<file path="config.mk">
export PLATFORM = sky130hd
export DESIGN_NAME = seg_display_scan_flat
export DESIGN_NICKNAME = d
export VERILOG_FILES = /design/src/rtl/seg_display_scan_if.sv /design/src/rtl/seg_display_scan.sv /design/src/flat_wrapper.sv
export SDC_FILE = /design/constraint.sdc
export NUM_CORES = 1
export LEC_CHECK = 0
export BUFFER_PORTS_ARGS = -buffer_cell sky130_fd_sc_hd__buf_2
export CAP_MARGIN = 25
export CORE_MARGIN = 3
export CORE_UTILIZATION = 50
export CTS_CLUSTER_SIZE = 16
export DETAILED_ROUTE_END_ITERATION = 8
export PLACE_DENSITY = 0.64
export SLEW_MARGIN = 10
export SYNTH_ARGS = -nofsm -noshare
export SYNTH_HDL_FRONTEND = slang
export SYNTH_SLANG_ARGS = --single-unit
export TNS_END_PERCENT = 50
</file>
<file path="constraint.sdc">
create_clock -name clk -period 3 [get_ports clk]
set_input_delay 0.3 -clock clk [delete_from_list [all_inputs] [get_ports clk]]
set_output_delay 0.3 -clock clk [all_outputs]
set_load 0.1 [all_outputs]
</file>
<file path="src/rtl/seg_display_scan_if.sv">
// Load/handshake and display-drive signals for seg_display_scan.
// The master side feeds ALU results; the slave side is the display block.
interface seg_display_scan_if;
  logic [7:0] value;
  logic       signed_mode;
  logic       ovf;
  logic       load;
  logic       busy;
  logic       done;
  logic [3:0] an;
  logic [6:0] seg;
  logic       dp;

  modport master (
    output value, signed_mode, ovf, load,
    input  busy, done, an, seg, dp
  );

  modport slave (
    input  value, signed_mode, ovf, load,
    output busy, done, an, seg, dp
  );
endinterface

</file>
<file path="src/rtl/seg_display_scan.sv">
// Registered ALU result display: double-dabble BCD conversion feeding
// a four-digit multiplexed active-low 7-segment scanner.
module seg_display_scan #(
  parameter int unsigned REFRESH_DIV = 50000
) (
  input  logic clk,
  input  logic rst,
  seg_display_scan_if.slave bus
);

  typedef enum logic [1:0] {IDLE, CONVERT, UPDATE} state_t;

  localparam logic [17:0] TC = 18'(REFRESH_DIV - 1);
  localparam logic [3:0] SYM_DASH = 4'hA;
  localparam logic [3:0] SYM_BLANK = 4'hF;

  state_t      state, state_d;
  logic [2:0]  iter, iter_d;
  logic [19:0] sreg, sreg_d, adj;
  logic        neg_c, neg_d;
  logic        ovf_c, ovf_d;
  logic        neg_in;
  logic [7:0]  mag;

  logic [3:0]  dh, dt, du;
  logic        dneg, dovf;
  logic        done_q;

  logic [17:0] pcnt;
  logic        tick;
  logic        scan_on;
  logic [1:0]  idx, nidx;
  logic [3:0]  sym;
  logic [3:0]  an_q;
  logic [6:0]  seg_q;

  function automatic logic [6:0] enc(input logic [3:0] d);
    logic [6:0] s;
    s = 7'b1111111;
    case (d)
      4'd0:     s = 7'b1000000;
      4'd1:     s = 7'b1111001;
      4'd2:     s = 7'b0100100;
      4'd3:     s = 7'b0110000;
      4'd4:     s = 7'b0011001;
      4'd5:     s = 7'b0010010;
      4'd6:     s = 7'b0000010;
      4'd7:     s = 7'b1111000;
      4'd8:     s = 7'b0000000;
      4'd9:     s = 7'b0010000;
      SYM_DASH: s = 7'b0111111;
      default:  s = 7'b1111111;
    endcase
    return s;
  endfunction

  always_comb begin
    neg_in = bus.signed_mode & bus.value[7];
    mag    = neg_in ? (~bus.value) + 8'd1 : bus.value;

    adj = sreg;
    if (sreg[19:16] >= 4'd5) adj[19:16] = sreg[19:16] + 4'd3;
    if (sreg[15:12] >= 4'd5) adj[15:12] = sreg[15:12] + 4'd3;
    if (sreg[11:8]  >= 4'd5) adj[11:8]  = sreg[11:8]  + 4'd3;

    state_d = state;
    iter_d  = iter;
    sreg_d  = sreg;
    neg_d   = neg_c;
    ovf_d   = ovf_c;

    unique case (state)
      IDLE: begin
        if (bus.load) begin
          state_d = CONVERT;
          iter_d  = 3'd0;
          sreg_d  = {12'd0, mag};
          neg_d   = neg_in;
          ovf_d   = bus.ovf;
        end
      end
      CONVERT: begin
        sreg_d = adj << 1;
        iter_d = iter + 3'd1;
        if (iter == 3'd7) state_d = UPDATE;
      end
      UPDATE:  state_d = IDLE;
      default: state_d = IDLE;
    endcase
  end

  always_ff @(posedge clk or negedge rst) begin
    if (!rst) begin
      state  <= IDLE;
      iter   <= 3'd0;
      sreg   <= 20'd0;
      neg_c  <= 1'b0;
      ovf_c  <= 1'b0;
      dh     <= 4'd0;
      dt     <= 4'd0;
      du     <= 4'd0;
      dneg   <= 1'b0;
      dovf   <= 1'b0;
      done_q <= 1'b0;
    end else begin
      state  <= state_d;
      iter   <= iter_d;
      sreg   <= sreg_d;
      neg_c  <= neg_d;
      ovf_c  <= ovf_d;
      done_q <= (state == UPDATE);
      if (state == UPDATE) begin
        dh   <= sreg[19:16];
        dt   <= sreg[15:12];
        du   <= sreg[11:8];
        dneg <= neg_c;
        dovf <= ovf_c;
      end
    end
  end

  // Scanning stays dark until the first tick, which lands on digit 0.
  always_comb begin
    tick = (pcnt == TC);
    nidx = scan_on ? idx + 2'd1 : 2'd0;
    sym  = SYM_BLANK;
    if (dovf) begin
      sym = SYM_DASH;
    end else begin
      unique case (nidx)
        2'd0: sym = du;
        2'd1: sym = (dh == 4'd0 && dt == 4'd0) ? SYM_BLANK : dt;
        2'd2: sym = (dh == 4'd0) ? SYM_BLANK : dh;
        2'd3: sym = dneg ? SYM_DASH : SYM_BLANK;
        default: sym = SYM_BLANK;
      endcase
    end
  end

  always_ff @(posedge clk or negedge rst) begin
    if (!rst) begin
      pcnt    <= 18'd0;
      scan_on <= 1'b0;
      idx     <= 2'd0;
      an_q    <= 4'b1111;
      seg_q   <= 7'b1111111;
    end else begin
      pcnt <= tick ? 18'd0 : pcnt + 18'd1;
      if (tick) begin
        scan_on <= 1'b1;
        idx     <= nidx;
        an_q    <= ~(4'b0001 << nidx);
        seg_q   <= enc(sym);
      end
    end
  end

  assign bus.busy = (state != IDLE);
  assign bus.done = done_q;
  assign bus.an   = an_q;
  assign bus.seg  = seg_q;
  assign bus.dp   = 1'b1;

endmodule

</file>
<file path="src/flat_wrapper.sv">
// flat-port wrapper written by rule: the top's interface ports become plain ports
module seg_display_scan_flat 
#(
  parameter int unsigned REFRESH_DIV = 50000
)
  (clk, rst, bus_value, bus_signed_mode, bus_ovf, bus_load, bus_busy, bus_done, bus_an, bus_seg, bus_dp);
  seg_display_scan_if bus_i ();
  input  logic clk;
  input  logic rst;
  input wire logic [$bits(bus_i.value)-1:0] bus_value;
  input wire logic [$bits(bus_i.signed_mode)-1:0] bus_signed_mode;
  input wire logic [$bits(bus_i.ovf)-1:0] bus_ovf;
  input wire logic [$bits(bus_i.load)-1:0] bus_load;
  output wire logic [$bits(bus_i.busy)-1:0] bus_busy;
  output wire logic [$bits(bus_i.done)-1:0] bus_done;
  output wire logic [$bits(bus_i.an)-1:0] bus_an;
  output wire logic [$bits(bus_i.seg)-1:0] bus_seg;
  output wire logic [$bits(bus_i.dp)-1:0] bus_dp;
  assign bus_i.value = bus_value;
  assign bus_i.signed_mode = bus_signed_mode;
  assign bus_i.ovf = bus_ovf;
  assign bus_i.load = bus_load;
  assign bus_busy = bus_i.busy;
  assign bus_done = bus_i.done;
  assign bus_an = bus_i.an;
  assign bus_seg = bus_i.seg;
  assign bus_dp = bus_i.dp;
  seg_display_scan #(.REFRESH_DIV(REFRESH_DIV)) u_core (.clk(clk), .rst(rst), .bus(bus_i));
endmodule
</file>
==> reports/results.txt <==
The clock tree synthesis step divided the H-tree into 3 levels. Share of the clock period used by the worst path: 0.758. The first global-routing pass estimated 12.5 mm of wire. The initialized floorplan defines 31 standard-cell rows.

The worst hold path belongs to the class in -> async. Along the worst path, the maximum fanout reaches 8. The quantity of hold-fixing buffers added after cts is 0. The run gives 0 as the post-CTS setup-driven buffer insertion count. During placement, the flow inserted port buffers numbering 25. The area of the core is 7370 um^2.

The flow ran to the end, and the final reports show no timing, DRC or antenna violations. The run gives 9 as the total clock buffers created by CTS. The clock latency of the later-clocked register in the worst-skew pair was 0.35 ns; the vertical die dimension was 93.7 um.

The run gives 0 as the number of antenna violations at the first check in global routing. The run gives 0 as the max-slew violation count. Setup slack of the critical path after layout: 0.726 ns.

The routed layout has 2,791 vias. The vias per cell is 5.53, and the worst voltage drop across the vdd grid is 0.317 mV. After synthesis the cells add up to 3850 um^2. After the first detailed-routing iteration, the DRC count stood at 92. The pin slew with the least headroom to its limit is 0.916 ns.

The critical path data required time is 3.26 ns, and the deepest clock path buffer count is 2. The total power density per cell area is 824 nW/um^2, and the mean post-synth cell area is 10.2 um^2. The tools report the post-synthesis net count as 405. The run gives 0 as the post-route DRC violation count. The tools report the starting density of the core as 0.522. Sorting the synthesized cells by area gives the leading types as sky130_fd_sc_hd__dfrtp_1 (41%), sky130_fd_sc_hd__dfstp_2 (7.5%), sky130_fd_sc_hd__ha_1 (4.9%), sky130_fd_sc_hd__mux2_2 (4.4%), sky130_fd_sc_hd__xnor2_1 (4.3%).

TritonCTS built the clock tree. Counting flops with a built-in enable in the synthesized netlist gives 0. For the final-layout fill cell count, the log shows 638. The post-layout net count came out at 429. In this run the worst setup path begins at u_core.idx[0]. Type of the worst setup path: reg -> reg.

OpenSTA, run right after detailed placement, puts the worst setup slack at 0.745 ns. Fraction of registers with async set or reset after synthesis: 1.00. Setup repair after global routing left no endpoint under its margin.

For the post-synthesis instance total, the log shows 377. The tools report the final number of hold-violating endpoints as 0. The most instantiated library cell after synthesis was sky130_fd_sc_hd__dfrtp_1. Static timing analysis puts the maximum clock frequency at 0.440 GHz. The total leakage power came out at 1.88 nW. Power comes to 3.51 mW.

STA classifies the critical path startpoint as a flop. Max-capacitance violation count: 0. The tools report the global-route usage over all layers as 0.179.

The worst setup path is captured at a flop. For the final standard cell utilization of the core, the log shows 0.578. The area growth from synthesis to layout is 10.8%. The sequential-to-total area share from yosys stat was 0.485. Clock input transition at the sequential cells of the worst setup and hold paths: 0.08 ns. The most used flip-flop cell after synthesis is sky130_fd_sc_hd__dfrtp_1. The top-area cell type share of the netlist area is 0.410. The floorplan step set the die width to 93.7 um. The netlist uses 60 different library cells. For the top-level port count, the log shows 27. The run gives 2.54 ns as the worst endpoint data arrival time. The headroom to the max-slew limit is 0.389. The logs give 0 for the final antenna diode count and 0 for the count of synthesis-stage warnings from yosys. The final instance count without filler cells was 505. The via count of the first global-routing pass came out at 2,733. For the weighted congestion at the end of routability-driven global placement, the log shows 0.867. Summed over all instances, the cell type with the most area after synthesis is sky130_fd_sc_hd__dfrtp_1. The number of gates resized after CTS was 0.

The clock sink total came out at 74. After global routing the overflow that remains totals 0. Summed over all failing endpoints, the final setup total negative slack is 0 ns. In this run the remaining antenna-violating nets after routing total 0.

The run gives 488 as the number of instances in the placed design. The tools report the root cell of the clock tree as sky130_fd_sc_hd__clkbuf_8. Dividing the detail-routed wire length by the instance count gives 14.5 um. The routed wire length is 7.34 mm. The clock arrives with 0.0136 ns of skew.

Entering global routing, the biggest net connects 75 pins. The minimum period implied by the final worst setup slack is 2.27 ns, and the number of storage elements in the synthesis netlist is 74. Setup violations remaining at the end of the flow were counted as 0. In this run the critical register-to-register path is launched from u_core.idx[0].

The wire-length estimate of the detail-placed layout is 5.06 mm. The full die area is 8780 um^2. Number of optimization iterations in the first detailed-route pass: 4. Ranked by instance count, the synthesized netlist is headed by sky130_fd_sc_hd__dfrtp_1 (63), sky130_fd_sc_hd__nand2_1 (33), sky130_fd_sc_hd__o21ai_0 (29), sky130_fd_sc_hd__nor2_1 (24), sky130_fd_sc_hd__nand3_1 (22). The share of layout cells above drive strength 1 works out to 0.212.
[area by class of cell]
class                           count  area, um^2  area share
Sequential cell                    74        1870       0.438
Timing Repair Buffer               29         155      0.0364
Inverter                           15        56.3      0.0132
Clock inverter                      6        72.6      0.0170
Tap cell                           99         124      0.0291
Clock buffer                       10         138      0.0323
Multi-Input combinational cell    272        1850       0.434
[path summary, 6_finish.rpt]
path,end,slack (ns),cells after the start
min in group clk,u_core.ovf_c,0.19,2
min reg2reg,u_core.bus.an[3],0.45,2
max in group asynchronous,u_core.pcnt[2],2.25,2
max reg2reg,u_core.bus.seg[3],0.73,7
max,u_core.bus.seg[3],0.73,7
min,u_core.sreg[17],0.16,2
[per-stage QoR]
step           instance area, um^2  hold slack (ns)
2_1_floorplan                 3850          0.00441
3_3_place_gp                  4040            0.443
3_5_place_dp                  4040            0.442
4_1_cts                       4250            0.170
5_1_grt                       4260            0.170
6_report                      4260            0.159
[power breakdown]
group	switching (mW)	internal (mW)	leakage [nW]
clock network	0.390	0.415	0.103
registers	0.227	1.23	0.921
logic	0.728	0.519	0.852
total	1.35	2.17	1.88
[logic make-up (layout without fill, tap and decap cells)]
kind of cell,after synthesis,in the layout,share of synthesized area
buffers and inverters,31,60,0.0342
adder cells (fa/ha/maj),15,15,0.0488
multiplexers,16,16,0.0465
AND/OR/NAND/NOR,124,124,0.167
AO/OA/AOI/OAI,90,90,0.158
other,1,1,0.000975
flip-flops,74,74,0.485
XOR/XNOR,26,26,0.0592
[worst max-delay path, stage by stage, from the launching register on]
cell                        delay (ns)
sky130_fd_sc_hd__dfrtp_1          0.47
sky130_fd_sc_hd__nand2b_4         0.22
sky130_fd_sc_hd__or3_4            0.37
sky130_fd_sc_hd__o22a_1           0.27
sky130_fd_sc_hd__ha_1             0.32
sky130_fd_sc_hd__nor4_1           0.29
sky130_fd_sc_hd__a2bb2oi_1        0.18
sky130_fd_sc_hd__a21oi_1          0.08
[registers in the layout, summed over array words and instances (netlist names)]
register	cells
u_core.scan_on	1
u_core.ovf_c	1
u_core.idx	2
u_core.bus.seg	7
u_core.sreg	20
u_core.neg_c	1
u_core.iter	3
u_core.dneg	1
u_core.pcnt	18
u_core.dt	4
u_core.du	4
u_core.dh	4
u_core.dovf	1
u_core.bus.an	4
u_core.bus.done	1
u_core.state	2
[metal layers]
layer / global-route usage / vias up / share of wire
met1: 0.230 / 1348 / 0.48
met3: 0.0433 / 9 / 0.025
met4: 0.0614 / 0 / 0.011
met5: 0 / - / 0
met2: 0.296 / 36 / 0.48
li1: - / 1398 / -
[cells in the final DEF, fill, tap and decap left out, types with 2 or more instances in the layout]
cell,synthesis,routed
sky130_fd_sc_hd__dfrtp_1,63,63
sky130_fd_sc_hd__nand2_1,33,33
sky130_fd_sc_hd__o21ai_0,29,29
sky130_fd_sc_hd__buf_2,3,25
sky130_fd_sc_hd__nor2_1,24,24
sky130_fd_sc_hd__nand3_1,22,22
sky130_fd_sc_hd__xnor2_1,19,19
sky130_fd_sc_hd__a21oi_1,18,18
sky130_fd_sc_hd__inv_1,15,15
sky130_fd_sc_hd__mux2_2,15,15
sky130_fd_sc_hd__ha_1,15,15
sky130_fd_sc_hd__nor3_1,11,11
sky130_fd_sc_hd__dfstp_2,11,11
sky130_fd_sc_hd__clkbuf_8,0,10
sky130_fd_sc_hd__xor2_1,7,7
sky130_fd_sc_hd__nand4_1,6,6
sky130_fd_sc_hd__nand2b_1,6,6
sky130_fd_sc_hd__o31ai_1,6,6
sky130_fd_sc_hd__a22oi_1,6,6
sky130_fd_sc_hd__o21ai_1,4,4
sky130_fd_sc_hd__buf_4,3,4
sky130_fd_sc_hd__nor4_1,3,3
sky130_fd_sc_hd__and2_1,3,3
sky130_fd_sc_hd__a211oi_1,3,3
sky130_fd_sc_hd__nor2b_1,3,3
sky130_fd_sc_hd__a32o_1,3,3
sky130_fd_sc_hd__a31oi_1,3,3
sky130_fd_sc_hd__a2bb2oi_1,2,2
sky130_fd_sc_hd__clkinv_4,0,2
sky130_fd_sc_hd__inv_6,0,2
Note: power is estimated with default switching activity, not from simulation.
